`src/rtl/round_sequencer_pkg.sv`:
```
// Shared types and helpers for the Genius round sequencer: state encoding,
// symbol/level sizing, symbol-to-button mapping and the sequence LFSR.
package genius_pkg;

    localparam int SYM_W     = 2;
    localparam int LVL_W     = 4;
    localparam int BTN_W     = 3;
    localparam int MAX_LEVEL = 15;
    localparam int SEQ_LEN   = 16;

    typedef enum logic [3:0] {
        ST_IDLE     = 4'd0,
        ST_FILL     = 4'd1,
        ST_SHOW_ON  = 4'd2,
        ST_SHOW_GAP = 4'd3,
        ST_WAIT_IN  = 4'd4,
        ST_WAIT_REL = 4'd5,
        ST_NEXT_LVL = 4'd6,
        ST_WIN      = 4'd7,
        ST_LOSE     = 4'd8
    } state_e;

    // Button pattern a correct press must match exactly.
    function automatic logic [BTN_W-1:0] sym_onehot(input logic [SYM_W-1:0] s);
        logic [BTN_W-1:0] oh;
        case (s)
            2'd0:    oh = 3'b001;
            2'd1:    oh = 3'b010;
            2'd2:    oh = 3'b100;
            default: oh = 3'b000;
        endcase
        return oh;
    endfunction

    // Fold the unused code 3 back onto 0/1 so every symbol stays in range.
    function automatic logic [SYM_W-1:0] lfsr_sym(input logic [7:0] v);
        logic [SYM_W-1:0] s;
        if (v[1:0] == 2'd3) begin
            s = {1'b0, v[2]};
        end else begin
            s = v[1:0];
        end
        return s;
    endfunction

    function automatic logic [7:0] lfsr_next(input logic [7:0] v);
        return {v[6:0], v[7] ^ v[5] ^ v[4] ^ v[3]};
    endfunction

endpackage

```
`src/rtl/round_sequencer_if.sv`:
```
// Handshake bundle between the game FSM / display datapath and the round sequencer.
interface round_sequencer_if;
    import genius_pkg::*;

    logic                start;
    logic [BTN_W-1:0]    btn;
    logic [SYM_W-1:0]    sym;
    logic                sym_valid;
    logic [LVL_W-1:0]    level;
    logic [LVL_W-1:0]    step;
    logic                busy;
    logic                win;
    logic                lose;

    modport master (
        output start, btn,
        input  sym, sym_valid, level, step, busy, win, lose
    );

    modport slave (
        input  start, btn,
        output sym, sym_valid, level, step, busy, win, lose
    );

endinterface

```
`src/rtl/round_sequencer_tick_gen.sv`:
```
// Prescaler producing a one-cycle tick every TICK_DIV cycles; clear restarts
// the count so that the current cycle is count zero.
module tick_gen #(
    parameter int TICK_DIV = 25_000_000
) (
    input  logic clock,
    input  logic reset,
    input  logic clear,
    output logic tick
);

    localparam int PRE_W = (TICK_DIV > 1) ? $clog2(TICK_DIV) : 1;

    logic [PRE_W-1:0] cnt_r;
    logic [PRE_W-1:0] cnt_eff_s;

    // Effective count for this cycle and the tick decode.
    always_comb begin
        cnt_eff_s = clear ? {PRE_W{1'b0}} : cnt_r;
        tick      = (cnt_eff_s == PRE_W'(TICK_DIV - 1));
    end

    // Prescaler register.
    always_ff @(posedge clock) begin
        if (reset) begin
            cnt_r <= {PRE_W{1'b0}};
        end else if (tick) begin
            cnt_r <= {PRE_W{1'b0}};
        end else begin
            cnt_r <= cnt_eff_s + PRE_W'(1);
        end
    end

endmodule

```
`src/rtl/round_sequencer.sv`:
```
// Genius round controller: fills a 16-symbol sequence from an LFSR, plays back
// level+1 symbols with fixed timing, then checks the player's presses in order.
module round_sequencer
    import genius_pkg::*;
#(
    parameter int         TICK_DIV      = 25_000_000,
    parameter int         ON_TICKS      = 2,
    parameter int         GAP_TICKS     = 1,
    parameter int         TIMEOUT_TICKS = 10,
    parameter logic [7:0] LFSR_SEED     = 8'hA5
) (
    input  logic               clock,
    input  logic               reset,
    round_sequencer_if.slave   bus
);

    localparam int TMAX_A = (ON_TICKS > GAP_TICKS) ? ON_TICKS : GAP_TICKS;
    localparam int TMAX   = (TMAX_A > TIMEOUT_TICKS) ? TMAX_A : TIMEOUT_TICKS;
    localparam int TCNT_W = $clog2(TMAX + 1);

    state_e              state_r;
    state_e              prev_state_r;
    logic [7:0]          lfsr_r;
    logic [SYM_W-1:0]    seq_r [SEQ_LEN];
    logic [LVL_W-1:0]    level_r;
    logic [LVL_W-1:0]    step_r;
    logic [TCNT_W-1:0]   tick_cnt_r;
    logic [SYM_W-1:0]    sym_r;
    logic                sym_valid_r;
    logic                busy_r;
    logic                win_r;
    logic                lose_r;

    logic                clear_s;
    logic                tick_s;
    logic [TCNT_W-1:0]   tcnt_eff_s;
    logic                on_done_s;
    logic                gap_done_s;
    logic                timeout_s;
    logic                press_ok_s;

    // A state change restarts both the prescaler and the tick count, so every
    // timed state lasts a whole number of ticks measured from its entry.
    always_comb begin
        clear_s    = (state_r != prev_state_r);
        tcnt_eff_s = clear_s ? {TCNT_W{1'b0}} : tick_cnt_r;
        on_done_s  = tick_s && (tcnt_eff_s == TCNT_W'(ON_TICKS - 1));
        gap_done_s = tick_s && (tcnt_eff_s == TCNT_W'(GAP_TICKS - 1));
        timeout_s  = tick_s && (tcnt_eff_s == TCNT_W'(TIMEOUT_TICKS - 1));
        press_ok_s = (bus.btn == sym_onehot(seq_r[step_r]));
    end

    tick_gen #(
        .TICK_DIV (TICK_DIV)
    ) u_tick_gen (
        .clock (clock),
        .reset (reset),
        .clear (clear_s),
        .tick  (tick_s)
    );

    // Round FSM with registered outputs.
    always_ff @(posedge clock) begin
        if (reset) begin
            state_r      <= ST_IDLE;
            prev_state_r <= ST_IDLE;
            lfsr_r       <= LFSR_SEED;
            for (int i = 0; i < SEQ_LEN; i++) begin
                seq_r[i] <= {SYM_W{1'b0}};
            end
            level_r      <= {LVL_W{1'b0}};
            step_r       <= {LVL_W{1'b0}};
            tick_cnt_r   <= {TCNT_W{1'b0}};
            sym_r        <= {SYM_W{1'b0}};
            sym_valid_r  <= 1'b0;
            busy_r       <= 1'b0;
            win_r        <= 1'b0;
            lose_r       <= 1'b0;
        end else begin
            prev_state_r <= state_r;
            tick_cnt_r   <= tick_s ? (tcnt_eff_s + TCNT_W'(1)) : tcnt_eff_s;
            win_r        <= 1'b0;
            lose_r       <= 1'b0;
            case (state_r)
                ST_IDLE, ST_WIN, ST_LOSE: begin
                    if (bus.start) begin
                        state_r <= ST_FILL;
                        level_r <= {LVL_W{1'b0}};
                        step_r  <= {LVL_W{1'b0}};
                        busy_r  <= 1'b1;
                    end
                end
                ST_FILL: begin
                    seq_r[step_r] <= lfsr_sym(lfsr_r);
                    lfsr_r        <= lfsr_next(lfsr_r);
                    if (step_r == LVL_W'(SEQ_LEN - 1)) begin
                        state_r     <= ST_SHOW_ON;
                        step_r      <= {LVL_W{1'b0}};
                        sym_r       <= seq_r[0];
                        sym_valid_r <= 1'b1;
                    end else begin
                        step_r <= step_r + LVL_W'(1);
                    end
                end
                ST_SHOW_ON: begin
                    if (on_done_s) begin
                        sym_r       <= {SYM_W{1'b0}};
                        sym_valid_r <= 1'b0;
                        if (step_r == level_r) begin
                            state_r <= ST_WAIT_IN;
                            step_r  <= {LVL_W{1'b0}};
                        end else begin
                            state_r <= ST_SHOW_GAP;
                        end
                    end
                end
                ST_SHOW_GAP: begin
                    if (gap_done_s) begin
                        state_r     <= ST_SHOW_ON;
                        step_r      <= step_r + LVL_W'(1);
                        sym_r       <= seq_r[step_r + LVL_W'(1)];
                        sym_valid_r <= 1'b1;
                    end
                end
                ST_WAIT_IN: begin
                    // A press seen on the expiry cycle takes priority over the timeout.
                    if (bus.btn != {BTN_W{1'b0}}) begin
                        if (press_ok_s) begin
                            state_r <= ST_WAIT_REL;
                        end else begin
                            state_r <= ST_LOSE;
                            lose_r  <= 1'b1;
                            busy_r  <= 1'b0;
                        end
                    end else if (timeout_s) begin
                        state_r <= ST_LOSE;
                        lose_r  <= 1'b1;
                        busy_r  <= 1'b0;
                    end
                end
                ST_WAIT_REL: begin
                    if (bus.btn == {BTN_W{1'b0}}) begin
                        if (step_r == level_r) begin
                            state_r <= ST_NEXT_LVL;
                        end else begin
                            state_r <= ST_WAIT_IN;
                            step_r  <= step_r + LVL_W'(1);
                        end
                    end
                end
                ST_NEXT_LVL: begin
                    if (level_r == LVL_W'(MAX_LEVEL)) begin
                        state_r <= ST_WIN;
                        win_r   <= 1'b1;
                        busy_r  <= 1'b0;
                    end else begin
                        state_r     <= ST_SHOW_ON;
                        level_r     <= level_r + LVL_W'(1);
                        step_r      <= {LVL_W{1'b0}};
                        sym_r       <= seq_r[0];
                        sym_valid_r <= 1'b1;
                    end
                end
                default: begin
                    state_r     <= ST_IDLE;
                    sym_r       <= {SYM_W{1'b0}};
                    sym_valid_r <= 1'b0;
                    busy_r      <= 1'b0;
                end
            endcase
        end
    end

    assign bus.sym       = sym_r;
    assign bus.sym_valid = sym_valid_r;
    assign bus.level     = level_r;
    assign bus.step      = step_r;
    assign bus.busy      = busy_r;
    assign bus.win       = win_r;
    assign bus.lose      = lose_r;

endmodule

```
`src/flat_wrapper.sv`:
```
// flat-port wrapper written by rule: the top's interface ports become plain ports
module round_sequencer_flat import genius_pkg::*;
#(
    parameter int         TICK_DIV      = 25_000_000,
    parameter int         ON_TICKS      = 2,
    parameter int         GAP_TICKS     = 1,
    parameter int         TIMEOUT_TICKS = 10,
    parameter logic [7:0] LFSR_SEED     = 8'hA5
)
  (clock, reset, bus_start, bus_btn, bus_sym, bus_sym_valid, bus_level, bus_step, bus_busy, bus_win, bus_lose);
  round_sequencer_if bus_i ();
  input  logic clock;
  input  logic reset;
  input wire logic [$bits(bus_i.start)-1:0] bus_start;
  input wire logic [$bits(bus_i.btn)-1:0] bus_btn;
  output wire logic [$bits(bus_i.sym)-1:0] bus_sym;
  output wire logic [$bits(bus_i.sym_valid)-1:0] bus_sym_valid;
  output wire logic [$bits(bus_i.level)-1:0] bus_level;
  output wire logic [$bits(bus_i.step)-1:0] bus_step;
  output wire logic [$bits(bus_i.busy)-1:0] bus_busy;
  output wire logic [$bits(bus_i.win)-1:0] bus_win;
  output wire logic [$bits(bus_i.lose)-1:0] bus_lose;
  assign bus_i.start = bus_start;
  assign bus_i.btn = bus_btn;
  assign bus_sym = bus_i.sym;
  assign bus_sym_valid = bus_i.sym_valid;
  assign bus_level = bus_i.level;
  assign bus_step = bus_i.step;
  assign bus_busy = bus_i.busy;
  assign bus_win = bus_i.win;
  assign bus_lose = bus_i.lose;
  round_sequencer #(.TICK_DIV(TICK_DIV), .ON_TICKS(ON_TICKS), .GAP_TICKS(GAP_TICKS), .TIMEOUT_TICKS(TIMEOUT_TICKS), .LFSR_SEED(LFSR_SEED)) u_core (.clock(clock), .reset(reset), .bus(bus_i));
endmodule
```
`config.mk`:
```
export PLATFORM = sky130hd
export DESIGN_NAME = round_sequencer_flat
export DESIGN_NICKNAME = d
export VERILOG_FILES = /design/src/rtl/round_sequencer_pkg.sv /design/src/rtl/round_sequencer_if.sv /design/src/rtl/round_sequencer_tick_gen.sv /design/src/rtl/round_sequencer.sv /design/src/flat_wrapper.sv
export SDC_FILE = /design/constraint.sdc
export NUM_CORES = 1
export LEC_CHECK = 0
export CAP_MARGIN = 20
export CORE_ASPECT_RATIO = 0.8
export CORE_MARGIN = 2
export CORE_UTILIZATION = 35
export DETAILED_ROUTE_END_ITERATION = 10
export DONT_BUFFER_PORTS = 1
export SLEW_MARGIN = 20
export SYNTH_ARGS = -nofsm -noshare
export SYNTH_HDL_FRONTEND = slang
export SYNTH_HIERARCHICAL = 1
export SYNTH_SLANG_ARGS = --single-unit
```
`constraint.sdc`:
```
create_clock -name clock -period 5.05 [get_ports clock]
set_clock_uncertainty 0.2 [all_clocks]
set_input_delay 1.01 -clock clock [delete_from_list [all_inputs] [get_ports clock]]
set_output_delay 1.01 -clock clock [all_outputs]
set_load 0.1 [all_outputs]
```
==> results.json <==
{
  "cts_setup_buffers": 0,
  "synth_area_um2": 5340,
  "synth_compound_area_share_pct": 12.9,
  "wirelength_mm": 12.9,
  "ys_warn_count": 6,
  "grt_pass1_wl_mm": 21.2,
  "report.final.slew_viol_count": 0,
  "drive_gt1_share_pct": 10.5,
  "cts_hold_buffers": 0,
  "die_area_um2": 16300,
  "use_met1_pct": 23.2,
  "grt_usage_pct": 16.7,
  "antenna_left": 0,
  "grt_max_degree": 31,
  "r2r_cells": 12,
  "r2r_start": "u_core/state_r[2]$_SDFFE_PP0P_",
  "io-pin-count": 20,
  "cts_buffers": 9,
  "core_area_um2": 15000,
  "drt_iter0_drc": 369,
  "max_freq_ghz": 0.232,
  "synth_area_per_cell_um2": 9.46,
  "crit_fanout": 21,
  "insertion_delay_ps": 350,
  "setup_viol": 0,
  "critPathLaunch": "u_core/state_r[2]$_SDFFE_PP0P_",
  "dp.final_hpwl_mm": 9.13,
  "synthesis.instances": 564,
  "drc": 0,
  "drt-wirelength-per-cell_um": 17.4,
  "cts_tree": "yes",
  "tns_ps": 0,
  "die_h_um": 114,
  "cts_root_buf": "clkbuf_16",
  "tightest_slew_ps": 1130,
  "r2r-end": "u_core/bus.step[0]$_SDFFE_PP0N_",
  "row_count": 40,
  "antennaDiodeCount": 0,
  "cellLeakagePower_nw": 1.85,
  "synth_top_area_share_pct": 23.6,
  "maxSlewHeadroom_pct": 24.3,
  "start_util_pct": 35.7,
  "routed_via_density": 5.82,
  "start_kind": "flip-flop",
  "endpoint_kind": "flip-flop",
  "final_cell_mix": "75 x nor2_1, 60 x dfxtp_1, 51 x nand2_1",
  "place_congestion": 0.860,
  "cts_resized": 0,
  "layout_min_cycle_time_ps": 4310,
  "final_nets": 562,
  "hold_viol_final": 0,
  "overflow": 0,
  "portBuffers": 0,
  "clock_path_buffers": 2,
  "synthXorXnorAreaFrac_pct": 4.27,
  "met3_usage_pct": 4.27,
  "fp.dieW_um": 142,
  "synth-edff-count": 32,
  "layout_commonest_cell": "nor2_1",
  "yosys.area.top_type": "dfxtp_1",
  "synthesis.nets": 579,
  "max-cap-violations": 0,
  "min_path_type": "reg -> reg",
  "antenna_found_initial": 0,
  "final_util_pct": 38.6,
  "h-tree-depth": 3,
  "yosys-mux-area-fraction_pct": 11.4,
  "fin_crit_sh_pct": 85.4,
  "synth_cell_type_count": 63,
  "ff2ff_setup_slack_ps": 740,
  "synthAdderAreaFrac_pct": 2.11,
  "rsz0062_at_grt": "false",
  "critPathKind": "reg -> reg",
  "yosysSeqAreaShare_pct": 41.7,
  "grtUsageMet2_pct": 25.7,
  "ys_ff_latch": 95,
  "worst-endpoint-required_ps": 5110,
  "yosys.area_share.simple_pct": 23.7,
  "cts.sinks": 95,
  "vias": 4312,
  "area_delta_synth_final_pct": 8.30,
  "netlist_top_cells_area": "dfxtp_1 24%, edfxtp_1 18%, mux4_2 7.2%, nor2_1 5.3%, nand2_1 3.6%",
  "synth_flop_cell": "dfxtp_1",
  "async_reset_ff_share_pct": 0,
  "firstDrtPassIters": 6,
  "power_density_nw_per_um2": 400,
  "status": "completed",
  "arrival_ps": 4380,
  "grt_busiest_layer": "met2",
  "clk_pin_slew_ps": 70,
  "grt_pass1_vias": 4092,
  "vdd_drop_max_v": 0.000253,
  "endpoint": "u_core/bus.step[0]$_SDFFE_PP0N_",
  "synth_top_family_by_area": "simple AND/OR/NAND/NOR gates"
}
## how the worst min path moves through the flow
stage	startpoint	endpoint	slack, ps	cells after the start
final	u_core/lfsr_r[2]$_SDFFE_PP1P_	u_core/lfsr_r[3]$_SDFFE_PP0P_	250	2
after floorplan	u_core/lfsr_r[2]$_SDFFE_PP1P_	u_core/lfsr_r[3]$_SDFFE_PP0P_	230	2
after CTS	u_core/lfsr_r[2]$_SDFFE_PP1P_	u_core/lfsr_r[3]$_SDFFE_PP0P_	260	2
after global routing	u_core/lfsr_r[2]$_SDFFE_PP1P_	u_core/lfsr_r[3]$_SDFFE_PP0P_	280	2
after global placement	u_core/lfsr_r[2]$_SDFFE_PP1P_	u_core/lfsr_r[3]$_SDFFE_PP0P_	240	2
after detailed placement	u_core/lfsr_r[2]$_SDFFE_PP1P_	u_core/lfsr_r[3]$_SDFFE_PP0P_	250	2
## synth_stat cells (17+ instances only)
cell      count
nor2_1       75
dfxtp_1      63
nand2_1      51
edfxtp_1     32
clkbuf_1     28
o21ai_0      27
a21oi_1      24
nand3_1      19
xnor2_1      19
inv_1        18
nor2b_1      18
mux4_2       17
## stage by stage
stage / instances / setup WS (ps) / instance area (um2) / hold slack (ps) / power, mW
final: 741 / 736 / 5780 / 254 / 2.31
after global routing: 741 / 343 / 5780 / 277 / 2.43
after CTS: 740 / 797 / 5770 / 255 / 2.32
after detailed placement: 724 / 825 / 5480 / 246 / 1.64
after global placement: 724 / 979 / 5480 / 238 / 1.62
after floorplan: 564 / 972 / 5340 / 232 / 1.48
## power by group
group | switching [mW] | internal (mW) | leakage, nW
registers | 0.120 | 0.853 | 0.842
clock network | 0.300 | 0.382 | 0.138
logic | 0.391 | 0.265 | 0.866
total | 0.811 | 1.50 | 1.85
## registers in the layout, summed over array words and instances, names as in the netlist, named ones only
name	count
u_core/seq_r	32
u_core/u_tick_gen/cnt_r	25
u_core/lfsr_r	8
u_core/bus.level	4
u_core/bus.step	4
u_core/prev_state_r	4
u_core/state_r	4
u_core/tick_cnt_r	4
u_core/bus.sym	2
u_core/bus.busy	1
u_core/bus.lose	1
u_core/bus.sym_valid	1
u_core/bus.win	1
## critical path, stage by stage (launching register included)
cell	delay [ps]
dfxtp_1	800
xnor2_1	190
and4_1	280
inv_1	140
nor2b_1	180
ha_1	250
and3b_2	210
nand4_1	220
nor2_1	440
o211ai_1	220
a31o_2	360
nor3_1	430
mux2i_1	290
## cell families after synthesis
| kind of cell | count (synthesis) |
|---|---|
| mux | 34 |
| buf+inv | 53 |
| compound gates | 103 |
| xor+xnor | 26 |
| simple gates | 244 |
| flops | 95 |
| fa+ha+maj | 9 |
## layer usage
| layer | vias to the layer above | routed length, um |
|---|---|---|
| met5 | - | 0 |
| met4 | 0 | 127 |
| met3 | 11 | 902 |
| met2 | 134 | 5980 |
| met1 | 2132 | 5880 |
| li1 | 2035 | - |
## layout make-up
type	instances	area [um2]
fillers	1470	9190
multi-input cells	416	2910
flip-flops and latches	95	2230
well taps	189	236
clock buffers	10	229
inverters	18	67.6
clock inverters	6	58.8
repair buffers	7	52.6
Note: power is estimated with default switching activity, not from simulation.
